--- src/rtl/psr_cond_unit.sv ---
// Processor status register with flag updates and a one-entry condition result buffer.
// Optional shadow PSR (save/restore/swap) enabled by defining PSR_SHADOW_EN.
module psr_cond_unit #(
    parameter logic [15:0] PSR_MASK = 16'h00E5
) (
    input  logic        clk,
    input  logic        reset,
    input  logic [15:0] flags_in,
    input  logic [4:0]  flag_we,
    input  logic        psr_wr_en,
    input  logic [15:0] psr_wr_data,
`ifdef PSR_SHADOW_EN
    input  logic        save_req,
    input  logic        restore_req,
`endif
    input  logic        cond_valid,
    input  logic [3:0]  cond_code,
    output logic        cond_ready,
    output logic        take_valid,
    output logic        take,
    input  logic        take_ack,
    output logic [15:0] psr_out
);

    localparam int N_BIT = 7;
    localparam int Z_BIT = 6;
    localparam int F_BIT = 5;
    localparam int L_BIT = 2;
    localparam int C_BIT = 0;

    logic [15:0] psr_q;
    logic [15:0] psr_d;
    logic [15:0] we_mask;
    logic        accept;
    logic        cond_true;
    logic        n, z, f, l, c;

`ifdef PSR_SHADOW_EN
    logic [15:0] shadow_q;
`endif

    // Spread the compact per-flag enables onto PSR bit positions
    always_comb begin
        we_mask        = '0;
        we_mask[N_BIT] = flag_we[4];
        we_mask[Z_BIT] = flag_we[3];
        we_mask[F_BIT] = flag_we[2];
        we_mask[L_BIT] = flag_we[1];
        we_mask[C_BIT] = flag_we[0];
    end

    // Lowest priority first so later assignments win
    always_comb begin
        psr_d = (psr_q & ~we_mask) | (flags_in & we_mask);
        if (psr_wr_en) begin
            psr_d = psr_wr_data;
        end
`ifdef PSR_SHADOW_EN
        if (restore_req) begin
            psr_d = shadow_q;
        end
`endif
        psr_d = psr_d & PSR_MASK;
    end

    assign n = psr_d[N_BIT];
    assign z = psr_d[Z_BIT];
    assign f = psr_d[F_BIT];
    assign l = psr_d[L_BIT];
    assign c = psr_d[C_BIT];

    // Evaluated on the forwarded PSR so same-edge flag writes are seen
    always_comb begin
        cond_true = 1'b0;
        unique case (cond_code)
            4'h0: cond_true = z;
            4'h1: cond_true = !z;
            4'h2: cond_true = c;
            4'h3: cond_true = !c;
            4'h4: cond_true = l;
            4'h5: cond_true = !l;
            4'h6: cond_true = n;
            4'h7: cond_true = !n;
            4'h8: cond_true = f;
            4'h9: cond_true = !f;
            4'hA: cond_true = !l && !z;
            4'hB: cond_true = l || z;
            4'hC: cond_true = !n && !z;
            4'hD: cond_true = n || z;
            4'hE: cond_true = 1'b1;
            4'hF: cond_true = 1'b0;
        endcase
    end

    assign cond_ready = !take_valid || take_ack;
    assign accept     = cond_valid && cond_ready;

    always_ff @(posedge clk or posedge reset) begin
        if (reset) begin
            psr_q <= '0;
        end else begin
            psr_q <= psr_d;
        end
    end

    always_ff @(posedge clk or posedge reset) begin
        if (reset) begin
            take_valid <= 1'b0;
            take       <= 1'b0;
        end else if (accept) begin
            take_valid <= 1'b1;
            take       <= cond_true;
        end else if (take_ack) begin
            take_valid <= 1'b0;
            take       <= 1'b0;
        end
    end

`ifdef PSR_SHADOW_EN
    // Captures the PSR before this edge's update, which makes save+restore a swap
    always_ff @(posedge clk or posedge reset) begin
        if (reset) begin
            shadow_q <= '0;
        end else if (save_req) begin
            shadow_q <= psr_q;
        end
    end
`endif

    assign psr_out = psr_q;

endmodule

--- config.mk ---
export PLATFORM = sky130hd
export DESIGN_NAME = psr_cond_unit
export DESIGN_NICKNAME = d
export VERILOG_FILES = /design/src/rtl/psr_cond_unit.sv
export SDC_FILE = /design/constraint.sdc
export NUM_CORES = 1
export LEC_CHECK = 0
export ABC_AREA = 1
export ABC_CLOCK_PERIOD_IN_PS = 2600
export BUFFER_PORTS_ARGS = -buffer_cell sky130_fd_sc_hd__buf_2
export CAP_MARGIN = 20
export CORE_MARGIN = 2
export CORE_UTILIZATION = 36
export CTS_BUF_LIST = sky130_fd_sc_hd__clkbuf_8
export DETAILED_ROUTE_END_ITERATION = 8
export PLACE_DENSITY = 0.77
export SLEW_MARGIN = 10
export SYNTH_ARGS = -nofsm -noshare
export SYNTH_HDL_FRONTEND = slang
export SYNTH_SLANG_ARGS = --single-unit
export TNS_END_PERCENT = 1
--- constraint.sdc ---
create_clock -name clk -period 2.6 [get_ports clk]
set_input_delay 0.78 -clock clk [delete_from_list [all_inputs] [get_ports clk]]
set_output_delay 0.78 -clock clk [all_outputs]
set_load 0.02 [all_outputs]
==> impl_metrics.py <==
metrics = {
    "drt": {
        "wl_per_cell_um": 9.412,
        "wl_um": 1713,
        "num_vias": 818,
        "dr.pass1.iters": 4,
        "drc": 0,
        "antenna_left": 0,
        "vias_per_cell": 4.495,
        "drt-initial-drc-count": 9,
    },
    "critical_path": {
        "r2r_setup_slack_ps": 1410,
        "crit_path_end_kind": "primary output",
        "r2r_start": "psr_out[2]",
        "r2r_end": "take",
        "start_kind": "input pin",
        "critPathKind": "in -> out",
        "reg2reg_depth": 10,
        "cp_max_fo": 4,
        "critPathRequiredTime_ps": 1820,
        "worstPathArrival_ps": 1220,
    },
    "global_routing": {
        "antenna_found_initial": 0,
        "grt_max_degree": 13,
        "grt_pass1_vias": 709,
        "overflow": 0,
        "grt_first_pass_wirelength_um": 2829,
        "grt_use_total": 0.1498,
    },
    "sta": {
        "final_hold_viol_count": 0,
        "min_period_over_period": 0.7698,
        "rsz0062_at_grt": "false",
        "finalClockSkew_ps": 7.570,
        "fin_crit_ps": 2001,
        "finalMaxSlewViolations": 0,
        "fmax_mhz": 499.6,
        "setup_violations": 0,
        "tns_ps": 0,
    },
    "finish": {
        "final_common_cell": "nand2_1",
        "final_core_util": 0.4713,
        "mostFrequentLayoutCells": "nand2_1 (38), buf_2 (31), inv_1 (18)",
        "fill_cells": 223,
        "nNetsFinal": 202,
        "drive_gt1_frac": 0.2839,
        "diodes": 0,
        "area_delta_synth_final_pct": 23.79,
    },
    "place": {
        "hpwl_um": 1378,
        "gp_congestion": 0.8314,
        "portBuffers": 31,
    },
    "die": {
        "die-area_um2": 2455,
        "rows": 16,
        "io_pins": 65,
        "core_um2": 1962,
        "dieWidth_um": 49.55,
        "fp.dieH_um": 49.55,
        "initial_utilization": 0.3807,
    },
    "cts": {
        "clk_latency_ps": 230,
        "post_cts_buffers": 0,
        "cts_tree": "yes",
        "cts-htree-levels": 1,
        "clk_path_buf_depth": 2,
        "postCtsHoldBufs": 0,
        "cts-resized-gates": 0,
        "cts_root_buffer": "clkbuf_8",
        "clkTransAtPathRegs_ps": 50,
        "cts_buffers": 3,
        "cts_sinks": 7,
    },
    "synthesis": {
        "ys_types": 20,
        "synth-simple-area-share": 0.4623,
        "synthAdderAreaFrac": 0,
        "synthXorXnorAreaFrac": 0,
        "ys_seq_area_frac": 0.2345,
        "synth_top_area_frac": 0.2345,
        "synth_largest_area_cell": "dfrtp_1",
        "synth_warnings": 0,
        "synth_area_leaders": "dfrtp_1 (23%), nand2_1 (19%), buf_4 (11%)",
        "synth_top_family_by_area": "simple AND/OR/NAND/NOR gates",
        "synth-seq-cells": 7,
        "synth-compound-area-share": 0.08208,
        "syn_inst": 122,
        "netlist_area_um2": 747.0,
        "synth.mux.area_fraction": 0,
        "syn_avg_cell_area_um2": 6.123,
    },
    "hold_path": {
        "hp-class": "in -> async",
    },
    "power": {
        "power.leakage_nw": 0.5722,
        "ir_drop_mv": 0.1748,
        "powerDensity_nw_per_um2": 447.6,
    },
    "run_status": {
        "run_status": "completed",
    },
    "flow_run": {
        "cap_violations": 0,
    },
}
[stage by stage]
step / instance area, µm² / hold WS (ps) / setup slack [ps] / std cells / total power [mW]
6_report: 924.6 / 468.8 / 598.5 / 182 / 0.4138
5_1_grt: 924.6 / 499.8 / 544.5 / 182 / 0.4383
4_1_cts: 924.6 / 478.7 / 600.0 / 182 / 0.4149
3_5_place_dp: 879.6 / 552.0 / 606.9 / 178 / 0.2606
3_3_place_gp: 879.6 / 512.9 / 640.5 / 178 / 0.2568
2_1_floorplan: 784.5 / 583.4 / 816.7 / 132 / 0.2301
[metal layers]
layer / wire length [µm] / track usage / vias up
li1: - / - / 426
met1: 680 / 0.1544 / 354
met2: 898 / 0.2867 / 36
met3: 119 / 0.03636 / 2
met4: 14 / 0.05556 / 0
met5: 0 / 0 / -
[critical path, stage by stage]
cell	delay, ps
buf_2	100
inv_1	70
nand2_1	90
buf_2	170
[report_power, final]
group / switching (mW) / leakage [nW] / internal, mW
registers: 0.00623 / 0.0832 / 0.120
logic: 0.0890 / 0.462 / 0.0442
clock network: 0.0515 / 0.0269 / 0.102
[area by class of cell]
cell class | instances | area [µm²] | area share
multi-input combinational | 95 | 447.9 | 0.4844
sequential | 7 | 175.2 | 0.1894
timing repair buffer | 31 | 155.1 | 0.1678
inverter | 18 | 67.56 | 0.07307
clock buffer | 3 | 41.29 | 0.04465
tap | 27 | 33.78 | 0.03654
clock inverter | 1 | 3.754 | 0.004060
[state kept, by name, indices dropped and copies added (netlist names)]
register / cells
psr_out: 5
take: 1
take_valid: 1
[kinds of logic after synthesis]
logic type,after synthesis
AND/OR/NAND/NOR,76
buffers and inverters,30
AO/OA/AOI/OAI,8
flip-flops,7
other,1
[synthesized netlist by cell type]
cell      count
a21oi_1       2
a22oi_1       1
buf_4        11
buf_6         1
conb_1        1
dfrtp_1       7
inv_1        17
inv_2         1
nand2_1      38
nand2_2       2
nand2_4       2
nand3_1      12
nand3_2       2
nand4_1       2
nor2_1       15
o211ai_1      1
o211ai_2      1
o21ai_2       2
o22ai_1       1
or2_1         3
[worst max-delay path by stage]
stage          startpoint          to  slack (ps)  cells past startpoint
6_report         take_ack  cond_ready         600                      4
5_1_grt          take_ack  cond_ready         540                      4
4_1_cts          take_ack  cond_ready         600                      4
3_5_place_dp     take_ack  cond_ready         610                      4
3_3_place_gp     take_ack  cond_ready         640                      4
2_1_floorplan    take_ack  cond_ready         820                      2
Note: power is estimated with default switching activity, not from simulation.
